`config.mk`:
```
export PLATFORM = sky130hd
export DESIGN_NAME = fir_band_scheduler_flat
export DESIGN_NICKNAME = d
export VERILOG_FILES = /design/src/rtl/fir_band_scheduler_pkg.sv /design/src/rtl/fir_band_scheduler_if.sv /design/src/rtl/fir_band_scheduler_prio_next_bit.sv /design/src/rtl/fir_band_scheduler.sv /design/src/flat_wrapper.sv
export SDC_FILE = /design/constraint.sdc
export NUM_CORES = 1
export LEC_CHECK = 0
export ABC_AREA = 1
export CAP_MARGIN = 20
export CORE_MARGIN = 2
export CORE_UTILIZATION = 25
export CTS_BUF_LIST = sky130_fd_sc_hd__clkbuf_8
export DETAILED_ROUTE_END_ITERATION = 7
export SLEW_MARGIN = 5
export SYNTH_ARGS = -nofsm -noshare
export SYNTH_HDL_FRONTEND = slang
export SYNTH_SLANG_ARGS = --single-unit
```
`constraint.sdc`:
```
create_clock -name clk -period 1.8 [get_ports clk]
set_clock_uncertainty 0.2 [all_clocks]
set_input_delay 0.18 -clock clk [delete_from_list [all_inputs] [get_ports clk]]
set_output_delay 0.18 -clock clk [all_outputs]
set_load 0.02 [all_outputs]
```
`src/rtl/fir_band_scheduler_pkg.sv`:
```
// Shared types and defaults for the equalizer band scheduler.
package fir_band_scheduler_pkg;

  typedef enum logic [1:0] {
    IDLE = 2'd0,
    GAP  = 2'd1,
    RUN  = 2'd2,
    FIN  = 2'd3
  } sched_state_t;

  localparam int DEFAULT_TAPS      = 1021;
  localparam int DEFAULT_NUM_BANDS = 5;

  // Index width for a band count, never narrower than one bit.
  function automatic int idx_width(input int n);
    return (n > 1) ? $clog2(n) : 1;
  endfunction

endpackage

```
`src/rtl/fir_band_scheduler_if.sv`:
```
// Sample-queue / FIR-band side signals of the band scheduler.
interface fir_band_scheduler_if #(
  parameter int NUM_BANDS = 5
);
  logic                 smpl_vld;
  logic                 q_primed;
  logic [NUM_BANDS-1:0] band_en;
  logic                 clr_ovr;
  logic [NUM_BANDS-1:0] sequencing;
  logic                 rd_clr;
  logic                 rd_inc;
  logic                 busy;
  logic                 done;
  logic                 overrun;

  modport master (
    output smpl_vld, q_primed, band_en, clr_ovr,
    input  sequencing, rd_clr, rd_inc, busy, done, overrun
  );

  modport slave (
    input  smpl_vld, q_primed, band_en, clr_ovr,
    output sequencing, rd_clr, rd_inc, busy, done, overrun
  );
endinterface

```
`src/rtl/fir_band_scheduler_prio_next_bit.sv`:
```
// Finds the lowest set bit of a mask at or above a start index (combinational).
module fir_band_scheduler_prio_next_bit #(
  parameter int N  = 5,
  parameter int IW = 3
) (
  input  logic [N-1:0] mask,
  input  logic [IW:0]  start,
  output logic         found,
  output logic [IW-1:0] idx
);

  // Scan downwards so the lowest qualifying bit is the last one written.
  always_comb begin
    found = 1'b0;
    idx   = {IW{1'b0}};
    for (int i = N - 1; i >= 0; i--) begin
      if (mask[i] && (i >= int'(start))) begin
        found = 1'b1;
        idx   = IW'(i);
      end else begin
        found = found;
        idx   = idx;
      end
    end
  end

endmodule

```
`src/rtl/fir_band_scheduler.sv`:
```
// Time-multiplexes the shared sample-queue read port across the enabled FIR bands
// of one equalizer sample, with a sticky overrun flag for samples arriving while busy.
module fir_band_scheduler
  import fir_band_scheduler_pkg::*;
#(
  parameter int NUM_BANDS = DEFAULT_NUM_BANDS,
  parameter int TAPS      = DEFAULT_TAPS
) (
  input  logic                  clk,
  input  logic                  rst_n,
  fir_band_scheduler_if.slave   bus
);

  localparam int IW = idx_width(NUM_BANDS);
  localparam int TW = $clog2(TAPS);
  localparam logic [TW-1:0]        TAP_LAST = TW'(TAPS - 1);
  localparam logic [NUM_BANDS-1:0] BAND0    = NUM_BANDS'(1);
  localparam logic [IW:0]          IDX_ZERO = {(IW + 1){1'b0}};
  localparam logic [IW:0]          IDX_ONE  = {{IW{1'b0}}, 1'b1};

  sched_state_t         state_r;
  logic [NUM_BANDS-1:0] en_q_r;
  logic [IW-1:0]        band_idx_r;
  logic [TW-1:0]        tap_cnt_r;
  logic [NUM_BANDS-1:0] sequencing_r;
  logic                 rd_clr_r;
  logic                 rd_inc_r;
  logic                 busy_r;
  logic                 done_r;
  logic                 overrun_r;

  logic                 first_found_s;
  logic [IW-1:0]        first_idx_s;
  logic                 next_found_s;
  logic [IW-1:0]        next_idx_s;
  logic [IW:0]          next_start_s;

  assign next_start_s = {1'b0, band_idx_r} + IDX_ONE;

  fir_band_scheduler_prio_next_bit #(.N(NUM_BANDS), .IW(IW)) u_first (
    .mask  (bus.band_en),
    .start (IDX_ZERO),
    .found (first_found_s),
    .idx   (first_idx_s)
  );

  fir_band_scheduler_prio_next_bit #(.N(NUM_BANDS), .IW(IW)) u_next (
    .mask  (en_q_r),
    .start (next_start_s),
    .found (next_found_s),
    .idx   (next_idx_s)
  );

  // Scheduler FSM; outputs are registered alongside the state they belong to.
  always_ff @(posedge clk or negedge rst_n) begin
    if (!rst_n) begin
      state_r      <= IDLE;
      en_q_r       <= {NUM_BANDS{1'b0}};
      band_idx_r   <= {IW{1'b0}};
      tap_cnt_r    <= {TW{1'b0}};
      sequencing_r <= {NUM_BANDS{1'b0}};
      rd_clr_r     <= 1'b0;
      rd_inc_r     <= 1'b0;
      busy_r       <= 1'b0;
      done_r       <= 1'b0;
    end else begin
      rd_clr_r <= 1'b0;
      done_r   <= 1'b0;
      case (state_r)
        IDLE: begin
          if (bus.smpl_vld && bus.q_primed) begin
            en_q_r     <= bus.band_en;
            band_idx_r <= first_idx_s;
            busy_r     <= 1'b1;
            if (first_found_s) begin
              state_r  <= GAP;
              rd_clr_r <= 1'b1;
            end else begin
              state_r <= FIN;
              done_r  <= 1'b1;
            end
          end else begin
            state_r <= IDLE;
          end
        end
        GAP: begin
          tap_cnt_r    <= {TW{1'b0}};
          sequencing_r <= BAND0 << band_idx_r;
          rd_inc_r     <= 1'b1;
          state_r      <= RUN;
        end
        RUN: begin
          tap_cnt_r <= tap_cnt_r + {{(TW - 1){1'b0}}, 1'b1};
          if (tap_cnt_r == TAP_LAST) begin
            // Dropping sequencing here is what latches the band's result in the FIR.
            sequencing_r <= {NUM_BANDS{1'b0}};
            rd_inc_r     <= 1'b0;
            if (next_found_s) begin
              band_idx_r <= next_idx_s;
              rd_clr_r   <= 1'b1;
              state_r    <= GAP;
            end else begin
              done_r  <= 1'b1;
              state_r <= FIN;
            end
          end else begin
            state_r <= RUN;
          end
        end
        FIN: begin
          busy_r  <= 1'b0;
          state_r <= IDLE;
        end
        default: begin
          sequencing_r <= {NUM_BANDS{1'b0}};
          rd_inc_r     <= 1'b0;
          busy_r       <= 1'b0;
          state_r      <= IDLE;
        end
      endcase
    end
  end

  // Sticky overrun: a sample offered while a run is in flight is dropped; set beats clear.
  always_ff @(posedge clk or negedge rst_n) begin
    if (!rst_n) begin
      overrun_r <= 1'b0;
    end else if (bus.smpl_vld && (state_r != IDLE)) begin
      overrun_r <= 1'b1;
    end else if (bus.clr_ovr) begin
      overrun_r <= 1'b0;
    end else begin
      overrun_r <= overrun_r;
    end
  end

  assign bus.sequencing = sequencing_r;
  assign bus.rd_clr     = rd_clr_r;
  assign bus.rd_inc     = rd_inc_r;
  assign bus.busy       = busy_r;
  assign bus.done       = done_r;
  assign bus.overrun    = overrun_r;

endmodule
```
`src/flat_wrapper.sv`:
```
// flat-port wrapper written by rule: the top's interface ports become plain ports
module fir_band_scheduler_flat import fir_band_scheduler_pkg::*;
#(
  parameter int NUM_BANDS = DEFAULT_NUM_BANDS,
  parameter int TAPS      = DEFAULT_TAPS
)
  (clk, rst_n, bus_smpl_vld, bus_q_primed, bus_band_en, bus_clr_ovr, bus_sequencing, bus_rd_clr, bus_rd_inc, bus_busy, bus_done, bus_overrun);
  fir_band_scheduler_if #(.NUM_BANDS(NUM_BANDS)) bus_i ();
  input  logic clk;
  input  logic rst_n;
  input wire logic [$bits(bus_i.smpl_vld)-1:0] bus_smpl_vld;
  input wire logic [$bits(bus_i.q_primed)-1:0] bus_q_primed;
  input wire logic [$bits(bus_i.band_en)-1:0] bus_band_en;
  input wire logic [$bits(bus_i.clr_ovr)-1:0] bus_clr_ovr;
  output wire logic [$bits(bus_i.sequencing)-1:0] bus_sequencing;
  output wire logic [$bits(bus_i.rd_clr)-1:0] bus_rd_clr;
  output wire logic [$bits(bus_i.rd_inc)-1:0] bus_rd_inc;
  output wire logic [$bits(bus_i.busy)-1:0] bus_busy;
  output wire logic [$bits(bus_i.done)-1:0] bus_done;
  output wire logic [$bits(bus_i.overrun)-1:0] bus_overrun;
  assign bus_i.smpl_vld = bus_smpl_vld;
  assign bus_i.q_primed = bus_q_primed;
  assign bus_i.band_en = bus_band_en;
  assign bus_i.clr_ovr = bus_clr_ovr;
  assign bus_sequencing = bus_i.sequencing;
  assign bus_rd_clr = bus_i.rd_clr;
  assign bus_rd_inc = bus_i.rd_inc;
  assign bus_busy = bus_i.busy;
  assign bus_done = bus_i.done;
  assign bus_overrun = bus_i.overrun;
  fir_band_scheduler #(.NUM_BANDS(NUM_BANDS), .TAPS(TAPS)) u_core (.clk(clk), .rst_n(rst_n), .bus(bus_i));
endmodule
```
==> impl_results.md, run 1 <==
* Status: complete, but fails checks
* Failing checks: negative setup slack
* Power Density at 1330 nW/um^2
* Crit path time final at 1.88 ns
* Slowest CP cell: dfrtp_2
* Hold Path Class: primary input to async pin
* Avg WL per Cell at 11.0 um
* Antenna violations before repair at 0
* GRT Total Usage at 10.5%
* Area growth, synth to finish at 39.0%
* Post-Layout Inst Area at 2350 sq um
* CP Capture Type: flop
* WL final at 3610 um
* Die Wd at 86.3 um
* Setup violators final at 5
* # rows at 29
* Number of max-cap violations at 0
* CTS Sinks at 30
* Top cells by area, synth: dfrtp_1, nand2_1, ha_1, inv_1, o21ai_0
* Count leader, synth: nand2_1
* Setup ws final at -0.0793 ns
* DRC at 0
* Clk_lat worst skew at 0.28 ns
* CP cell instances: ha_4, ha_4, inv_2, nand2_2, nand3_4, nand3_4, o21bai_4, nand2_4, nand2_2, nand2_1, nand2_1
* Starting Density at 26.2%
* Crit path DAT at 1.85 ns
* Gate Count Post-Synth at 205
* Core Footprint at 6460 sq um
* Clk pin slew, worst setup/hold paths at 0.06 ns
* Gp weighted congestion at 0.780
* Post-synth EDFFs at 0
* Largest net degree at the start of global routing at 31
* Chip Height at 86.3 um
* Worst Path Max Fanout at 5
* Max clock buf depth at 2
* Slew margin rel. at 74.7%
* CTS Hold Buffers Added at 0
* Syn Nets at 226
* TritonRoute pass-1 iters at 4
* Vias per Instance at 4.36
* Synthesized area per cell at 8.26 sq um
* Unrepaired setup endpoints after global routing: yes
* Slew Viols, Final at 0
* Multi-input gate area at 942 sq um
* Placed Area at 2140 sq um
* Critical Path RT at 1.77 ns
* R2R Setup Slk at -0.08 ns
* Capture point of the worst reg-to-reg path: u_core.state_r[1]
* DIE AREA at 7450 sq um
* ANT cells at 0
* Final hold slack at 0.0906 ns
* Total power at 3.12 mW
* Mapped Area at 1690 sq um
* Initial drt markers at 24
* Top cells by count, synth: nand2_1, inv_1, dfrtp_1, o21ai_0, nand3_1
* Peak supply drop at 479 uV
* TritonCTS Buffers at 5
* Final ANT Viol Nets at 0
* Yosys top cell by area: dfrtp_1
* Crit start category: flop
* I/O pins at 20
* First-pass GRT wire length at 6030 um
* Final Hold Fails at 0
* Fraction of registers with async set/reset at 100%
* CTS tree: built
* Detailed-route via count at 1434
* # port buffers at 19
* GR Overflow Total at 0
* Crit share post-route at 104%
* Layout cells sized above 1 at 25.8%
* # fillers at 662
* H-tree depth at 2
* Top FF cell, synth: dfrtp_1
* Pleak at 1.12 nW
* FF+latch count, synth at 30
* R2r startpoint: u_core.band_idx_r[0]
* Register area share after synthesis at 44.3%
* Root Driver: clkbuf_8
* Fmax at 532 MHz
* Syn. warnings at 0
* # nets final at 273
* Vias in the first global route at 1378
* Top cell type's share of synthesized area at 44.3%
* CP peak stage delay at 0.44 ns
* Synth cell types at 26
* FF/Latch Area at 752 sq um
* Final HPWL DP at 2670 um
* Cells on worst reg2reg path at 11
* Least-Margin Pin Slew at 0.380 ns
* Critical path type: flop to flop
## layer usage
| metal | part of all wire, % | global-route usage [%] |
|---|---|---|
| met4 | 1.4 | 3.84 |
| met5 | 0 | 0 |
| met3 | 4.5 | 4.19 |
| met1 | 49 | 13.8 |
| met2 | 45 | 15.8 |
## flip-flops by register name, indices dropped and copies added (netlist names)
name,flops
u_core.en_q_r,5
u_core.band_idx_r,3
u_core.tap_cnt_r,10
u_core.bus.overrun,1
u_core.bus.done,1
u_core.bus.rd_inc,1
u_core.bus.rd_clr,1
u_core.state_r,2
u_core.bus.sequencing,5
u_core.bus.busy,1
## cell type report
class / instances / area share, %
multi-input cells: 141 / 40.0
inverters: 33 / 5.26
well taps: 77 / 4.09
clock buffers: 5 / 2.92
flip-flops and latches: 30 / 32.0
clock inverters: 2 / 0.319
repair buffers: 41 / 15.4
## report_power, final
part           internal, mW  leakage [nW]  total, mW  switching (mW)
Clock                 0.254        0.0466      0.487           0.234
Sequential            0.855         0.391      0.975           0.120
Combinational         0.750         0.685       1.66           0.907
## worst max-delay path: cells and delay by family (launching register included)
family                   cells  cell delay [ns]
AND/OR/NAND/NOR              7             0.50
buffers and inverters        1             0.04
adder cells (fa/ha/maj)      2             0.49
AO/OA/AOI/OAI                1             0.09
flip-flops                   1             0.44
## cells by family (layout without fill, tap and decap cells)
family / count (synthesis) / after routing / synth area share, %
adder cells (fa/ha/maj): 11 / 11 / 8.13
AND/OR/NAND/NOR: 97 / 97 / 28.4
buffers and inverters: 34 / 81 / 7.61
XOR/XNOR: 1 / 1 / 0.517
AO/OA/AOI/OAI: 32 / 32 / 11.0
flip-flops: 30 / 30 / 44.3
## cell usage in the layout, fill, tap and decap left out, types with 5 or more instances in the layout
master / synthesis / final
nand2_1: 49 / 43
nand3_2: 3 / 5
dfrtp_1: 30 / 29
clkbuf_8: 0 / 5
inv_1: 32 / 33
nor2_1: 10 / 8
nor2_2: 3 / 5
clkdlybuf4s50_1: 0 / 19
ha_1: 11 / 8
buf_4: 0 / 20
nand3_1: 17 / 12
nand2_2: 3 / 7
o21ai_0: 18 / 15
a21oi_1: 8 / 8
## timing repair
| item | 4_1_cts | 5_1_grt |
|---|---|---|
| gates resized for setup | 6 | 21 |
| pin swaps | 3 | 9 |
| endpoints found under the setup margin | 5 | 18 |
| buffers inserted | 2 | 3 |
## worst max-delay path by stage
stage                         startpoint                    to  slack (ns)  depth (start not counted)
finish              u_core.band_idx_r[0]     u_core.state_r[1]       -0.08                         11
global route        u_core.band_idx_r[0]  u_core.band_idx_r[1]       -0.15                         11
CTS                 u_core.band_idx_r[0]  u_core.band_idx_r[2]       -0.07                         10
detailed placement  u_core.band_idx_r[0]     u_core.state_r[1]       -0.08                          9
global placement    u_core.band_idx_r[0]     u_core.state_r[1]       -0.06                          9
floorplan           u_core.band_idx_r[0]  u_core.band_idx_r[0]       0.001                         11
## per-stage QoR
step                      std cells  util, %  setup WS, ns  setup TNS (ns)
after floorplan                 205        -      0.000980               0
after global placement          317     33.1       -0.0615          -0.238
after detailed placement        317     33.1       -0.0806          -0.323
after CTS                       326     34.9       -0.0716          -0.308
after global routing            329     36.4        -0.152           -1.04
final                           329     36.4       -0.0793          -0.285
Note: power is estimated with default switching activity, not from simulation.
==> run 2, diff against run 1 <==
Settings changed: MAX_ROUTING_LAYER set to met4.
==> impl_results.md, run 2 (same netlist as run 1, synthesis figures left out) <==
* TritonCTS Buffers at 5 (unchanged)
* Largest Register: u_core.tap_cnt_r
* Hold Path Class: primary input to async pin
* TritonRoute pass-1 iters at 4 (unchanged)
* GRT Total Usage at 10.8% (+0.25 points)
* CTS Sinks at 30 (unchanged)
* Final Hold Fails at 0 (unchanged)
* WL final at 3600 um (-0.11%)
* Least-Margin Pin Slew at 0.380 ns (+0.000285 ns)
* CTS tree: built
* Number of max-cap violations at 0 (unchanged)
* Vias per Instance at 4.34 (-0.35%)
* Setup ws final at -0.0792 ns (+0.000157 ns)
* Worst Path Max Fanout at 5 (unchanged)
* DIE AREA at 7450 sq um (unchanged)
* CP cell instances: ha_4, ha_4, inv_2, nand2_2, nand3_4, nand3_4, o21bai_4, nand2_4, nand2_2, nand2_1, nand2_1
* Crit start category: flop
* Largest register FFs at 10 (unchanged)
* Slew Viols, Final at 0 (unchanged)
* Clk_lat worst skew at 0.28 ns (about the same)
* WP depth at 11 (unchanged)
* Pleak at 1.12 nW (unchanged)
* Setup violators final at 5 (unchanged)
* Unrepaired setup endpoints after global routing: yes
* Initial drt markers at 27 (+13%)
* Die Wd at 86.3 um (unchanged)
* Crit path time final at 1.88 ns (-0.000157 ns)
* Capture point of the worst reg-to-reg path: u_core.state_r[1]
* Total power at 3.12 mW (about the same)
* Psw at 1.26 mW (+0.18%)
* Crit path DAT at 1.85 ns (about the same)
* DRC at 0 (unchanged)
* Antenna violations before repair at 0 (unchanged)
* GR Overflow Total at 0 (unchanged)
* Slowest CP cell: dfrtp_2
* H-tree depth at 2 (unchanged)
* Commonest non-fill, non-tap cell in the layout: nand2_1
* Internal at 1.86 mW (about the same)
* Critical path type: flop to flop
* Failing checks: negative setup slack
* Cells on worst reg2reg path at 11 (unchanged)
* Most frequent cells in the layout: nand2_1, inv_1, dfrtp_1
* Max clock buf depth at 2 (unchanged)
* Area growth, synth to finish at 39.0% (unchanged)
* Final HPWL DP at 2670 um (unchanged)
* Vias in the first global route at 1370 (-0.58%)
* Clock power frac at 15.6% (about the same)
* Layout cells sized above 1 at 25.8% (unchanged)
* Root Driver: clkbuf_8
* Power Density at 1330 nW/um^2 (about the same)
* # nets final at 273 (unchanged)
* Fmax at 532 MHz (about the same)
* # port buffers at 19 (unchanged)
* Slew margin rel. at 74.7% (about the same)
* Gp weighted congestion at 0.791 (+1.4%)
* I/O pins at 20 (unchanged)
* Flop pwr share at 31.2% (about the same)
* Final ANT Viol Nets at 0 (unchanged)
* Peak supply drop at 480 uV (+0.16%)
* CP peak stage delay at 0.44 ns (about the same)
* Switching Share at 40.5% (+0.043 points)
* Crit path max-delay family: simple AND/OR/NAND/NOR gates
* Clk pin slew, worst setup/hold paths at 0.06 ns (about the same)
* Dpl cells at 317 (unchanged)
* Detailed-route via count at 1429 (-0.35%)
* Starting Density at 26.2% (unchanged)
* Chip Height at 86.3 um (unchanged)
* CP Capture Type: flop
* Status: complete, but fails checks
* First-pass GRT wire length at 6030 um (unchanged)
* Finished Layout Cells at 329 (unchanged)
* # rows at 29 (unchanged)
* Setup TNS at -0.284 ns (+0.000973 ns)
* R2r startpoint: u_core.band_idx_r[0]
* Combinational power share at 53.1% (about the same)
* Largest net degree at the start of global routing at 31 (unchanged)
* Buf+Inv Stages, Crit Path at 1 (unchanged)
* R2R Setup Slk at -0.08 ns (about the same)
* Core Footprint at 6460 sq um (unchanged)
* ANT cells at 0 (unchanged)
* Critical Path RT at 1.77 ns (about the same)
* Crit share post-route at 104% (about the same)
* Avg WL per Cell at 11.0 um (-0.11%)
==> run 2: cell counts in the layout (fill, tap and decap cells not counted) <==
Identical to the previous run, type by type.
==> run 2: per-layer routing <==
metal / GRT usage (%) / vias up / part of all wire (%)
met4: 3.84 / 0 / 1.6
met5: - / - / 0
met2: 15.8 / 20 / 45
met1: 13.8 / 647 / 50
met3: 3.81 / 5 / 4.2
li1: - / 757 / -
==> run 2: timing repair <==
action                     in CTS  in global routing
pin swaps                       3                  9
setup buffers                   2                  3
hold buffers                    0                  0
hold endpoints to repair        0                  0
resized for setup               6                 21
setup endpoints to repair       5                 18
==> run 2: stage by stage <==
step / cell area [sq um] / hold WS [ns] / utilization (%) / worst slack (ns)
floorplan: 1730 / -0.316 / - / 0.000980
global placement: 2140 / 0.255 / 33.1 / -0.0615
detailed placement: 2140 / 0.280 / 33.1 / -0.0806
CTS: 2250 / 0.105 / 34.9 / -0.0716
global route: 2350 / 0.132 / 36.4 / -0.152
finish: 2350 / 0.0894 / 36.4 / -0.0792
==> run 2: worst max path at each step <==
stage	end	start	slack, ns
after detailed placement	u_core.state_r[1]	u_core.band_idx_r[0]	-0.08
after global placement	u_core.state_r[1]	u_core.band_idx_r[0]	-0.06
after floorplan	u_core.band_idx_r[0]	u_core.band_idx_r[0]	0.001
after CTS	u_core.band_idx_r[2]	u_core.band_idx_r[0]	-0.07
final	u_core.state_r[1]	u_core.band_idx_r[0]	-0.08
after global routing	u_core.band_idx_r[1]	u_core.band_idx_r[0]	-0.15
==> run 2: area by class of cell <==
type,instances,area (sq um)
flip-flops and latches,30,752
repair buffers,41,363
fillers,662,4110
well taps,77,96.3
clock buffers,5,68.8
clock inverters,2,7.51
inverters,33,124
multi-input cells,141,942
==> run 2: power groups by stage <==
stage / clock network (mW) / logic, mW / registers [mW]
after floorplan: 0 / 0.775 / 1.05
after global placement: 0 / 1.41 / 0.962
after detailed placement: 0 / 1.42 / 0.970
after CTS: 0.513 / 1.51 / 0.961
after global routing: 0.542 / 1.83 / 0.999
final: 0.488 / 1.66 / 0.976
